==> src/rtl/user_ycbcr422_to_444.sv <==
// user_ycbcr422_to_444: YCbCr 4:2:2 to 4:4:4 upsampler, fixed 4-cycle latency.
//
// Ports:
//   clk, rst_n        single rising-edge clock, async active-low reset
//   ycbcr422_din      {Y, C}; C alternates Cb (even pixel), Cr (odd pixel) within a line
//   ycbcr422_h_sync   horizontal sync, delayed by 4 cycles
//   ycbcr422_v_sync   vertical sync, delayed by 4 cycles
//   ycbcr422_de       active pixel; each contiguous high run is one line
//   ycbcr_dout        {Y, Cr, Cb}, registered, zero whenever ycbcr_de is low
//   ycbcr_h_sync/ycbcr_v_sync/ycbcr_de  delayed syncs and data enable
//
// Three input stages give the output stage one pixel of history (stage 4)
// and two pixels of look-ahead (stages 1 and 2) around the pixel in stage 3.
// That is enough to interpolate odd pixels from the neighbouring pairs. Because
// de is contiguous per line, "neighbour stage has de high" implies
// "same line", so chroma never crosses a line boundary.
module user_ycbcr422_to_444 #(
  parameter int unsigned BIT_PER_SYMBLE = 8,
  parameter int unsigned CHROMA_FILL    = 128
) (
  input  logic                        clk,
  input  logic                        rst_n,
  input  logic [2*BIT_PER_SYMBLE-1:0] ycbcr422_din,
  input  logic                        ycbcr422_h_sync,
  input  logic                        ycbcr422_v_sync,
  input  logic                        ycbcr422_de,
  output logic [3*BIT_PER_SYMBLE-1:0] ycbcr_dout,
  output logic                        ycbcr_h_sync,
  output logic                        ycbcr_v_sync,
  output logic                        ycbcr_de
);

  localparam int unsigned W = BIT_PER_SYMBLE;
  localparam logic [W-1:0] Fill = W'(CHROMA_FILL);

  // Pixel-index parity; the full index is never needed.
  logic par_q, par_d, odd_in;

  // Stage s is held at index s-1.
  logic [W-1:0] y_q   [3];
  logic [W-1:0] c_q   [3];
  logic         de_q  [3];
  logic         odd_q [3];
  logic         hs_q  [3];
  logic         vs_q  [3];

  // Stage 4: only chroma and de of the pixel just emitted are needed.
  logic [W-1:0] c4_q;
  logic         de4_q;

  logic [3*W-1:0] dout_q, dout_d;
  logic           hs_out_q, vs_out_q, de_out_q;

  logic [W:0]   sum_cb, sum_cr;
  logic [W-1:0] cb, cr;

  assign odd_in = ycbcr422_de & par_q;
  assign par_d  = ycbcr422_de & ~par_q;

  always_comb begin
    // Round-half-up mean of this pair and the next; W+1 bits cannot overflow.
    sum_cb = {1'b0, c4_q}   + {1'b0, c_q[1]} + (W + 1)'(1);
    sum_cr = {1'b0, c_q[2]} + {1'b0, c_q[0]} + (W + 1)'(1);
    cb     = c_q[2];
    cr     = c_q[2];
    if (!odd_q[2]) begin
      // Even pixel 2k: own Cb_k; Cr_k from next pixel, else Cr_(k-1), else fill.
      cb = c_q[2];
      if (de_q[1]) begin
        cr = c_q[1];
      end else if (de4_q) begin
        cr = c4_q;
      end else begin
        cr = Fill;
      end
    end else begin
      // Odd pixel 2k+1: Cb_k is one pixel back, Cr_k is own sample.
      if (de_q[1] && de_q[0]) begin
        cb = sum_cb[W:1];
        cr = sum_cr[W:1];
      end else begin
        cb = c4_q;
        cr = c_q[2];
      end
    end
    dout_d = de_q[2] ? {y_q[2], cr, cb} : '0;
  end

  always_ff @(posedge clk or negedge rst_n) begin
    if (!rst_n) begin
      par_q <= 1'b0;
      for (int i = 0; i < 3; i++) begin
        y_q[i]   <= '0;
        c_q[i]   <= '0;
        de_q[i]  <= 1'b0;
        odd_q[i] <= 1'b0;
        hs_q[i]  <= 1'b0;
        vs_q[i]  <= 1'b0;
      end
      c4_q     <= '0;
      de4_q    <= 1'b0;
      dout_q   <= '0;
      hs_out_q <= 1'b0;
      vs_out_q <= 1'b0;
      de_out_q <= 1'b0;
    end else begin
      par_q    <= par_d;
      y_q[0]   <= ycbcr422_din[2*W-1:W];
      c_q[0]   <= ycbcr422_din[W-1:0];
      de_q[0]  <= ycbcr422_de;
      odd_q[0] <= odd_in;
      hs_q[0]  <= ycbcr422_h_sync;
      vs_q[0]  <= ycbcr422_v_sync;
      for (int i = 1; i < 3; i++) begin
        y_q[i]   <= y_q[i-1];
        c_q[i]   <= c_q[i-1];
        de_q[i]  <= de_q[i-1];
        odd_q[i] <= odd_q[i-1];
        hs_q[i]  <= hs_q[i-1];
        vs_q[i]  <= vs_q[i-1];
      end
      c4_q     <= c_q[2];
      de4_q    <= de_q[2];
      dout_q   <= dout_d;
      hs_out_q <= hs_q[2];
      vs_out_q <= vs_q[2];
      de_out_q <= de_q[2];
    end
  end

  assign ycbcr_dout   = dout_q;
  assign ycbcr_h_sync = hs_out_q;
  assign ycbcr_v_sync = vs_out_q;
  assign ycbcr_de     = de_out_q;

endmodule

==> config.mk <==
export PLATFORM = sky130hd
export DESIGN_NAME = user_ycbcr422_to_444
export DESIGN_NICKNAME = d
export VERILOG_FILES = /design/src/rtl/user_ycbcr422_to_444.sv
export SDC_FILE = /design/constraint.sdc
export NUM_CORES = 1
export LEC_CHECK = 0
export ABC_AREA = 1
export BUFFER_PORTS_ARGS = -buffer_cell sky130_fd_sc_hd__buf_2
export CAP_MARGIN = 10
export CORE_ASPECT_RATIO = 1.25
export CORE_MARGIN = 10
export CORE_UTILIZATION = 61
export CTS_CLUSTER_SIZE = 14
export DETAILED_ROUTE_END_ITERATION = 16
export MAX_ROUTING_LAYER = met4
export PLACE_DENSITY = 0.85
export SLEW_MARGIN = 5
export SYNTH_ARGS = -nofsm -noshare
export SYNTH_HDL_FRONTEND = slang
export SYNTH_SLANG_ARGS = --single-unit
==> constraint.sdc <==
create_clock -name clk -period 2.8 [get_ports clk]
set_clock_uncertainty 0.2 [all_clocks]
set_input_delay 0.14 -clock clk [delete_from_list [all_inputs] [get_ports clk]]
set_output_delay 0.14 -clock clk [all_outputs]
set_load 0.05 [all_outputs]
==> summary.md, run 1 <==
| Metric | Value |
|---|---|
| Number of buffer cells added on primary ports | 47 |
| Count of yosys warnings during synthesis | 0 |
| Detailed-route via count | 2573 |
| Achievable Freq | 515 MHz |
| Postcts setup bufs | 0 |
| Part of the power in combinational logic | 14.5% |
| Clock insertion delay at the later pin of the skew report | 360 ps |
| Clock network fraction of total power | around a third |
| Clock-pin slew on the worst setup and hold paths | approximately 90 ps |
| Part of the power in registers | 53.5% |
| Unrepaired setup endpoints after global routing | false |
| Mapped cell area | 0.00373 mm^2 |
| Length of the first detailed-routing pass in iterations | 4 |
| Max-Cap Viols | 0 |
| Internal power | 2.02 mW |
| Sequential cell area fraction in the yosys report | 64.4% |
| Final estimated routing congestion in global placement | 0.885 |
| Overall power after layout | roughly 2.8 mW |
| LEAKAGE | 2.31 nW |
| Fraction of final layout cells sized beyond drive strength 1 | 19.9% |
| Proportion of total power due to net switching | around 28% |
| Final cycle utilization of the critical path | 69.3% |
| TritonCTS clock tree | done |
| Die Outline Area | 0.00966 mm^2 |
| Outcome | complete, no violations |
| Cell type with the highest aggregate area in the netlist | sky130_fd_sc_hd__dfrtp_1 |
| Post-detailed-route count of antenna-violating nets | 0 |
| Pin count of the biggest net entering global routing | 51 |
| Unique cell type count in the Yosys netlist | 34 |
| Actual slew at the worst max-slew pin | 692 ps |
| Initial Utilization | 63.7% |
| Count of pins on the block boundary | 48 |
| Global route total overflow | 0 |
| Final critical-path required period | 1940 ps |
| Number of DRC violations after detailed-routing iteration 0 | 268 |
| Number of remaining DRC errors | 0 |
| Via/cell ratio | 5.21 |
| Maximum root-to-sink buffer count | 2 |
| Deepest level of the CTS H-tree | 3 |
| Total routed wirelength | 7300 um |
| Startpoint type of the worst setup path | register |
| Area growth from synthesis to final layout | 18.9% |
| Final number of max-transition violations | 0 |
| Wire length of the first global-routing pass | 12400 um |
| Final setup vio count | 0 |
| Arrival time at the worst endpoint | a little over 2000 ps |
| Total nets after synthesis | ~370 |
| CP required | 2880 ps |
| DP Wirelength | 5040 um |
| Net switching power of the design | 793 uW |
| Area of the core | 0.00586 mm^2 |
| Ranking of synthesized cells by area | sky130_fd_sc_hd__dfrtp_1, sky130_fd_sc_hd__nand2_1, sky130_fd_sc_hd__ha_1, sky130_fd_sc_hd__a21oi_1, sky130_fd_sc_hd__inv_1 |
| Final Hold Fails | 0 |
| Number of buffers created by CTS | 9 |
| Post-synth top area share | 64.4% |
| Critical Setup Path Class | reg2reg |
| Cells after synthesis | 335 |
| Nature of the critical path endpoint | register |
| Routed wire per std cell | between 10 and 15 um |
| Overall die width | 90.0 um |
| Vias in the first global route | 2692 |
| Combined global-route utilization of all metal layers | ~16% |
| N_diodes | 0 |
| Tightest slew margin relative to the limit | 53.8% |
| Worst-case vdd ir drop | 0.000544 V |
| Largest fanout on the critical path | 3 |
| Post-synthesis area per instance | 11.1 um^2 |
| Flip-flop and latch count after synthesis | 96 |
| Net count reported at finish | 444 |
| Total negative setup slack | 0 ps |
| Clock Root Buffer | sky130_fd_sc_hd__clkbuf_8 |
| Number of antenna violations at the first check in global routing | 0 |
| Path category of the worst min-delay check | in2async |
| Clk sink count | 96 |
| Count of standard-cell rows | 31 |
| Power density cells | 634 mW/mm^2 |
| Height of the die | 107 um |
layout make-up:
| cell class | instances | area [um^2] |
|---|---|---|
| multi-input combinational | 193 | 1110 |
| clock inverter | 6 | 73.8 |
| inverter | 38 | 150 |
| timing repair buffer | 69 | 465 |
| clock buffer | 10 | 128 |
| fill | 372 | 1420 |
| tap | 82 | 103 |
| sequential | 96 | 2400 |
critical path: stages (launching register included):
cell	delay, ps
sky130_fd_sc_hd__dfrtp_1	400
sky130_fd_sc_hd__inv_1	90
sky130_fd_sc_hd__nand2_1	120
sky130_fd_sc_hd__fa_1	420
sky130_fd_sc_hd__nand2_1	120
sky130_fd_sc_hd__nand2_2	100
sky130_fd_sc_hd__nand3b_4	90
sky130_fd_sc_hd__nand2_2	50
sky130_fd_sc_hd__nand2_1	60
sky130_fd_sc_hd__nand3_1	60
sky130_fd_sc_hd__a21oi_1	150
metal layers:
layer / GRT usage (%) / part of all wire, % / up-vias
li1: - / - / 1216
met1: 18.6 / 39 / 1243
met2: 25.9 / 52 / 99
met3: 5.23 / 6.9 / 15
met4: 8.09 / 2.0 / 0
met5: - / 0 / -
through the flow:
| step | hold WS, ps | cell area [um^2] | setup WS [ps] | util, % | std cells |
|---|---|---|---|---|---|
| 3_5_place_dp | -19.1 | 4030 | 909 | 68.9 | 458 |
| 6_report | 119 | 4440 | 860 | 75.7 | 494 |
| 5_1_grt | 160 | 4440 | 729 | 75.7 | 494 |
| 3_3_place_gp | -23.9 | 4030 | 1000 | 68.9 | 458 |
| 2_1_floorplan | -356 | 3730 | 1090 | - | 335 |
| 4_1_cts | 133 | 4440 | 865 | 75.7 | 494 |
layout by cell type, fill, tap and decap left out, drive strengths merged:
cell type,count
dfrtp,96
nand2,84
buf,49
inv,41
a21oi,30
dlygate4sd3,20
nor2,18
ha,14
nand3,12
clkbuf,10
o21ai,7
nand3b,7
a22oi,6
or2,4
a211oi,4
fa,2
clkinvlp,2
o221ai,1
nand4,1
xor2,1
a221oi,1
nor3,1
bufinv,1
flip-flops by register name, indices dropped and copies added, names as in the netlist, 3 cells and up:
name / count
ycbcr_dout: 24
y_q: 24
hs_q: 3
c_q: 24
c4_q: 8
vs_q: 3
odd_q: 3
de_q: 3
Yosys cell counts, drive strengths merged:
cell	n
dfrtp	96
nand2	84
inv	38
a21oi	30
nor2	18
ha	14
nand3	12
nand3b	7
o21ai	7
a22oi	6
buf	6
a211oi	4
or2	4
clkbuf	2
fa	2
a221oi	1
nand4	1
nor3	1
o221ai	1
xor2	1
path summary, 6_finish.rpt:
path / startpoint / endpoint / slack [ps] / cells past startpoint
setup / recovery: c_q[0] / ycbcr_dout[13] / 860 / 10
hold / removal: rst_n / ycbcr_dout[6] / 120 / 2
setup reg to reg: c_q[0] / ycbcr_dout[13] / 860 / 10
hold reg to reg: odd_q[1] / odd_q[0] / 150 / 0
max in group asynchronous: rst_n / y_q[12] / 1630 / 3
min in group clk: odd_q[1] / odd_q[0] / 150 / 0
timing repair:
item                      4_1_cts  5_1_grt
hold endpoints to repair       67        0
hold buffers                   20        0
gates resized for setup         0        0
power groups by stage:
stage,sequential [mW],clock [mW],combinational [mW]
after global routing,1.51,0.968,0.449
after global placement,1.53,0,0.370
after floorplan,1.61,0,0.191
after CTS,1.50,0.921,0.408
after detailed placement,1.53,0,0.384
final,1.50,0.901,0.408
cell families after synthesis:
logic type	Yosys count	share of synthesized area, %
AO/OA/AOI/OAI	49	7.81
flip-flops	96	64.4
buffers and inverters	46	5.77
adder cells (fa/ha/maj)	16	5.77
XOR/XNOR	1	0.235
AND/OR/NAND/NOR	127	16.0
No activity file was read; power rests on OpenSTA's default activity.
==> inputs of run 2 (changes only) <==
--- a/config.mk
+++ b/config.mk
@@ -10,11 +10,11 @@
 export CAP_MARGIN = 10
 export CORE_ASPECT_RATIO = 1.25
 export CORE_MARGIN = 10
-export CORE_UTILIZATION = 61
+export CORE_UTILIZATION = 51
 export CTS_CLUSTER_SIZE = 14
 export DETAILED_ROUTE_END_ITERATION = 16
 export MAX_ROUTING_LAYER = met4
-export PLACE_DENSITY = 0.85
+export PLACE_DENSITY = 0.76
 export SLEW_MARGIN = 5
 export SYNTH_ARGS = -nofsm -noshare
 export SYNTH_HDL_FRONTEND = slang
==> constraint.sdc (replaced) <==
create_clock -name clk -period 1.7 [get_ports clk]
set_clock_uncertainty 0.2 [all_clocks]
set_input_delay 0.085 -clock clk [delete_from_list [all_inputs] [get_ports clk]]
set_output_delay 0.085 -clock clk [all_outputs]
set_load 0.05 [all_outputs]
==> summary.md, run 2 (synthesis results as in run 1) <==
| Metric | Value |
|---|---|
| Power density cells | 970 mW/mm^2 (+53%) |
| Routed wire per std cell | 15.4 um (+4.4%) |
| Worst setup slack after layout | -98.0 ps (-958 ps) |
| Deepest level of the CTS H-tree | 3 (unchanged) |
| Commonest cells after routing, fill and taps aside | sky130_fd_sc_hd__dfrtp_1, sky130_fd_sc_hd__nand2_1, sky130_fd_sc_hd__buf_2, sky130_fd_sc_hd__buf_4, sky130_fd_sc_hd__inv_1 |
| Area of the core | 0.00706 mm^2 (+21%) |
| Initial Utilization | 52.8% (-11 points) |
| Actual slew at the worst max-slew pin | 493 ps (-199 ps) |
| Area growth from synthesis to final layout | 35.3% |
| Height of the die | 116 um (+7.6%) |
| Number of buffers created by CTS | 9 (unchanged) |
| Vias in the first global route | 2834 (+5.3%) |
| Area used by multi-input combinational logic | 0.00142 mm^2 (+27%) |
| Final estimated routing congestion in global placement | 0.937 (+5.9%) |
| Filler instances | 494 (+33%) |
| Via/cell ratio | 4.96 (-4.8%) |
| Most common cell after layout, fill and taps aside | sky130_fd_sc_hd__dfrtp_1 |
| Most used cell, CP | sky130_fd_sc_hd__nand2_4 |
| Post-detailed-route count of antenna-violating nets | 0 (unchanged) |
| Post-detailed-placement cell area | 0.00424 mm^2 (+5.0%) |
| Violated checks | setup timing |
| Achievable Freq | 556 MHz (+7.9%) |
| Max-Cap Viols | 0 (unchanged) |
| Startpoint type of the worst setup path | register |
| Maximum root-to-sink buffer count | 2 (unchanged) |
| Total routed wirelength | 8330 um (+14%) |
| Final number of max-transition violations | 0 (unchanged) |
| Combined global-route utilization of all metal layers | 15.6% (-0.83 points) |
| Clock Root Buffer | sky130_fd_sc_hd__clkbuf_8 |
| Cell type group with the largest total delay on the critical path | simple AND/OR/NAND/NOR gates |
| Cell breakdown of the critical path | inv_2 > nand2_4 > fa_2 > nand2_4 > nand2_4 > nand3b_4 > nand2_4 > nand2_2 > nand2_2 > nand2_1 > a21oi_1 |
| LEAKAGE | 2.53 nW (+9.5%) |
| Detailed-route via count | 2677 (+4.0%) |
| Final cycle utilization of the critical path | 106% (+36 points) |
| Worst-case vdd ir drop | 0.000732 V (+35%) |
| Count of standard-cell rows | 34 (+9.7%) |
| Largest fanout on the critical path | 3 (unchanged) |
| Overall power after layout | 4.90 mW (+74%) |
| Final critical-path required period | 1800 ps (-142 ps) |
| Length of the first detailed-routing pass in iterations | 4 (unchanged) |
| Pin count of the biggest net entering global routing | 97 (+90%) |
| Final Hold Fails | 0 (unchanged) |
| Bufs and invs on worst path | 1 (unchanged) |
| Overall die width | 96.5 um (+7.3%) |
| Final design instance area without fill | 0.00505 mm^2 (+14%) |
| N_diodes | 0 (unchanged) |
| Total negative setup slack | -308 ps (-308 ps) |
| CP max-delay cell | sky130_fd_sc_hd__dfrtp_1 |
| DP Wirelength | 5180 um (+2.9%) |
| Final setup vio count | 9 (+9) |
| Count of pins on the block boundary | 48 (unchanged) |
| Delay contributed by the slowest stage of the critical path | 400 ps (-20 ps) |
| DP Cell Count | 491 (+7.2%) |
| Arrival time at the worst endpoint | 1850 ps (-170 ps) |
| Tightest slew margin relative to the limit | 67.2% (+13 points) |
| CP required | 1760 ps (-1120 ps) |
| Wire length of the first global-routing pass | 13100 um (+5.9%) |
| Die Outline Area | 0.0112 mm^2 (+15%) |
| Fraction of final layout cells sized beyond drive strength 1 | 40.7% (+21 points) |
| Unrepaired setup endpoints after global routing | true |
| Path category of the worst min-delay check | in2async |
| Clock insertion delay at the later pin of the skew report | 370 ps (about the same) |
| Number of buffer cells added on primary ports | 47 (unchanged) |
| Number of DRC violations after detailed-routing iteration 0 | 166 (-38%) |
| TritonCTS clock tree | done |
| Non-filler instance count after layout | 540 (+9.3%) |
| Clock-pin slew on the worst setup and hold paths | 110 ps (+20 ps) |
| Critical Setup Path Class | reg2reg |
| Area used by sequential logic in the layout | 0.00241 mm^2 (+0.16%) |
| Net count reported at finish | 482 (+8.6%) |
| Global route total overflow | 0 (unchanged) |
| Clk sink count | 96 (unchanged) |
| Number of antenna violations at the first check in global routing | 0 (unchanged) |
| Nature of the critical path endpoint | register |
| Number of remaining DRC errors | 0 (unchanged) |
| Outcome | finished with violations |
## run 2: cell types whose count changed in the layout (fill, tap and decap cells not counted), sizes merged
cell / delta
buf: +38
clkinv: +3
clkinvlp: -2
bufinv: -1
clkbuf: -1
inv: +1
## run 2: report_power, final
group          switching, mW  internal, mW
sequential            0.0723          2.41
combinational          0.536         0.350
clock                  0.933         0.600
## run 2: path summary, 6_finish.rpt
kind,cells past startpoint,startpoint,end,slack [ps]
max in group asynchronous,3,rst_n,c_q[13],830
setup reg to reg,11,c_q[0],ycbcr_dout[15],-100
hold reg to reg,0,hs_q[0],ycbcr_h_sync,160
min in group clk,2,ycbcr422_din[10],y_q[18],140
setup / recovery,11,c_q[0],ycbcr_dout[15],-100
hold / removal,3,rst_n,c_q[16],90
## run 2: worst reg2reg max path, delay by kind of cell, from the launching register on
kind,cells,cell delay [ps]
simple gates,8,560
flops,1,400
fa+ha+maj,1,390
buf+inv,1,80
compound gates,1,60
## run 2: metal layers
| layer | up-vias | track usage (%) | share of wire [%] |
|---|---|---|---|
| met4 | 0 | 6.31 | 1.6 |
| met5 | - | - | 0 |
| met3 | 14 | 3.95 | 4.8 |
| met2 | 66 | 25.7 | 53 |
| li1 | 1292 | - | - |
| met1 | 1305 | 17.6 | 40 |
## run 2: what timing repair did
item | in CTS | in global routing
pin swaps | 13 | 30
endpoints found under the hold margin | 117 | 0
hold buffers | 20 | 0
setup buffers | 10 | 3
setup endpoints to repair | 14 | 15
resized for setup | 22 | 47
## run 2: final cells by class
type                            instances  share of cell area [%]
Clock buffer                            9                    2.45
Inverter                               38                    2.97
Multi-Input combinational cell        193                    28.1
Clock inverter                          7                    1.76
Tap cell                               90                    2.23
Sequential cell                        96                    47.6
Timing Repair Buffer                  107                    14.9
## run 2: stage by stage
step                setup slack, ps  util, %  hold slack (ps)
floorplan                      4.24        -             -411
detailed placement             -146     60.0            -30.3
finish                        -98.0     71.5             88.5
CTS                           -93.7     68.3              115
global placement              -79.7     60.0            -30.6
global route                   -180     71.5              122
==> inputs of run 3 (changes only) <==
--- a/config.mk
+++ b/config.mk
@@ -8,7 +8,7 @@
 export ABC_AREA = 1
 export BUFFER_PORTS_ARGS = -buffer_cell sky130_fd_sc_hd__buf_2
 export CAP_MARGIN = 10
-export CORE_ASPECT_RATIO = 1.25
+export CORE_ASPECT_RATIO = 0.6
 export CORE_MARGIN = 10
 export CORE_UTILIZATION = 51
 export CTS_CLUSTER_SIZE = 14
==> summary.md, run 3 (synthesis results as in run 1) <==
| Metric | Value |
|---|---|
| Critical Setup Path Class | reg2reg |
| Final critical-path required period | 1820 ps (+20.2 ps) |
| Cell breakdown of the critical path | ha_1 > nand2_1 > inv_1 > nand2_1 > nand2_2 > nand2_2 > nand2_1 > nand2_1 > nand3_2 > a21oi_2 |
| Post-detailed-route count of antenna-violating nets | 0 (unchanged) |
| Maximum root-to-sink buffer count | 2 (unchanged) |
| Layout Utilization | 71.7% (+0.20 points) |
| Violated checks | setup timing |
| Tightest slew margin relative to the limit | 68.2% (+1.0 points) |
| Max layer used | met4 |
| Area growth from synthesis to final layout | 37.9% |
| Net switching power of the design | 1.44 mW (-6.7%) |
| Final cycle utilization of the critical path | 107% (+1.2 points) |
| Total routed wirelength | 8880 um (+6.6%) |
| Nature of the critical path endpoint | register |
| DP Cell Count | 496 (+1.0%) |
| Part of the power in combinational logic | 17.3% (-0.8 points) |
| Delay contributed by the slowest stage of the critical path | 440 ps (+40 ps) |
| Achievable Freq | 550 MHz (-1.1%) |
| Startpoint type of the worst setup path | register |
| Part of the power in registers | 47.8% (-2.8 points) |
| Fraction of final layout cells sized beyond drive strength 1 | 38.5% (-2.2 points) |
| Outcome | finished with violations |
| CP required | 1760 ps (about the same) |
| Total negative setup slack | -599 ps (-291 ps) |
| Vias in the first global route | 2720 (-4.0%) |
| Bufs and invs on worst path | 1 (unchanged) |
| LEAKAGE | 2.58 nW (+2.0%) |
| Clock insertion delay at the later pin of the skew report | 350 ps (-20 ps) |
| Pin count of the biggest net entering global routing | 97 (unchanged) |
| Most used cell, CP | sky130_fd_sc_hd__nand2_1 |
| Unrepaired setup endpoints after global routing | true |
| Internal power | 3.77 mW (+12%) |
| Number of remaining DRC errors | 0 (unchanged) |
| Die Outline Area | 0.0112 mm^2 (+0.82%) |
| Non-filler instance count after layout | 548 (+1.5%) |
| Global route total overflow | 0 (unchanged) |
| Worst setup slack after layout | -118 ps (-20.2 ps) |
| Arrival time at the worst endpoint | 1870 ps (+20 ps) |
| Deepest level of the CTS H-tree | 3 (unchanged) |
| Clock network fraction of total power | 35.0% (+3.7 points) |
| DP Wirelength | 5560 um (+7.4%) |
| Via/cell ratio | 5.10 (+2.8%) |
| Max-Cap Viols | 0 (unchanged) |
| CP max-delay cell | sky130_fd_sc_hd__dfrtp_2 |
| Combined global-route utilization of all metal layers | 17.1% (+1.6 points) |
| Routed wire per std cell | 16.2 um (+5.0%) |
| Clock-pin slew on the worst setup and hold paths | 70 ps (-40 ps) |
| Actual slew at the worst max-slew pin | 477 ps (-15.3 ps) |
| Proportion of total power due to net switching | 27.6% (-3.9 points) |
| Final Hold Fails | 0 (unchanged) |
| Net count reported at finish | 489 (+1.5%) |
| Number of buffers created by CTS | 9 (unchanged) |
| Overall power after layout | 5.21 mW (+6.3%) |
| Wire length of the first global-routing pass | 14300 um (+9.0%) |
| Most common cell after layout, fill and taps aside | sky130_fd_sc_hd__dfrtp_1 |
| Initial Utilization | 52.0% (-0.85 points) |
| Worst-case vdd ir drop | 0.000740 V (+1.0%) |
| TritonCTS clock tree | done |
| Overall die width | 130 um (+35%) |
| Power density cells | 1010 mW/mm^2 (+4.3%) |
| Count of pins on the block boundary | 48 (unchanged) |
| Number of buffer cells added on primary ports | 47 (unchanged) |
| Wire length on met3 | 710 um (+78%) |
| Height of the die | 86.3 um (-25%) |
| Count of standard-cell rows | 24 (-29%) |
| Largest fanout on the critical path | 4 (+1) |
| Final number of max-transition violations | 0 (unchanged) |
| Final estimated routing congestion in global placement | 0.888 (-5.2%) |
| Length of the first detailed-routing pass in iterations | 4 (unchanged) |
| Clk sink count | 96 (unchanged) |
| Commonest cells after routing, fill and taps aside | sky130_fd_sc_hd__dfrtp_1, sky130_fd_sc_hd__nand2_1, sky130_fd_sc_hd__buf_2, sky130_fd_sc_hd__buf_4, sky130_fd_sc_hd__inv_1 |
| Area of the core | 0.00718 mm^2 (+1.6%) |
| Number of antenna violations at the first check in global routing | 0 (unchanged) |
| Met1 routed wirelength after detailed routing | 3940 um (+17%) |
| Path category of the worst min-delay check | in2async |
| Final setup vio count | 9 (unchanged) |
| Detailed-route via count | 2794 (+4.4%) |
| Met2 wire length | 4080 um (-8.1%) |
| Number of DRC violations after detailed-routing iteration 0 | 191 (+15%) |
| N_diodes | 0 (unchanged) |
| Clock Root Buffer | sky130_fd_sc_hd__clkbuf_16 |
| Cell type group with the largest total delay on the critical path | simple AND/OR/NAND/NOR gates |
-- run 3: cell type report --
| cell class | instances | area [um^2] |
|---|---|---|
| flip-flops and latches | 96 | 2410 |
| fillers | 496 | 2030 |
| multi-input cells | 193 | 1370 |
| repair buffers | 114 | 836 |
| clock buffers | 12 | 236 |
| inverters | 38 | 150 |
| well taps | 91 | 114 |
| clock inverters | 4 | 30.0 |
-- run 3: power groups by stage --
stage,sequential [mW],combinational [mW],clock [mW]
after global placement,2.51,0.704,0
after CTS,2.48,0.821,1.85
after global routing,2.50,0.976,1.95
after detailed placement,2.51,0.719,0
after floorplan,2.65,0.316,0
final,2.49,0.899,1.82
-- run 3: timing repair --
action / in CTS / in global routing
endpoints found under the hold margin: 117 / 0
pin swaps: 15 / 17
setup endpoints to repair: 13 / 16
hold buffers: 20 / 0
buffers inserted: 14 / 3
resized for setup: 23 / 34
-- run 3: through the flow --
step                hold slack (ps)  setup slack (ps)  area (um^2)
detailed placement            -28.7              -114         4290
CTS                             147             -67.9         5000
finish                          126              -118         5150
global route                    155              -158         5150
global placement              -33.8             -61.7         4290
floorplan                      -411              4.24         3740
-- run 3: layer usage --
| metal | vias up | track usage (%) |
|---|---|---|
| met5 | - | - |
| met1 | 1357 | 22.5 |
| met2 | 114 | 24.6 |
| met3 | 12 | 5.43 |
| li1 | 1311 | - |
| met4 | 0 | 6.13 |
-- run 3: path summary, 6_finish.rpt --
| path | start | endpoint | slack (ps) | cells after the start |
|---|---|---|---|---|
| hold / removal | rst_n | c_q[6] | 130 | 3 |
| hold reg to reg | vs_q[0] | ycbcr_v_sync | 150 | 0 |
| max in group asynchronous | rst_n | c4_q[1] | 780 | 3 |
| min in group clk | vs_q[0] | ycbcr_v_sync | 150 | 0 |
| setup reg to reg | c4_q[1] | ycbcr_dout[4] | -120 | 10 |
| setup / recovery | c4_q[1] | ycbcr_dout[4] | -120 | 10 |
-- run 3: worst reg2reg max path: cells and delay by family, from the launching register on --
kind	cells	cell delay, ps
simple gates	7	560
flops	1	440
fa+ha+maj	1	320
compound gates	1	180
buf+inv	1	40
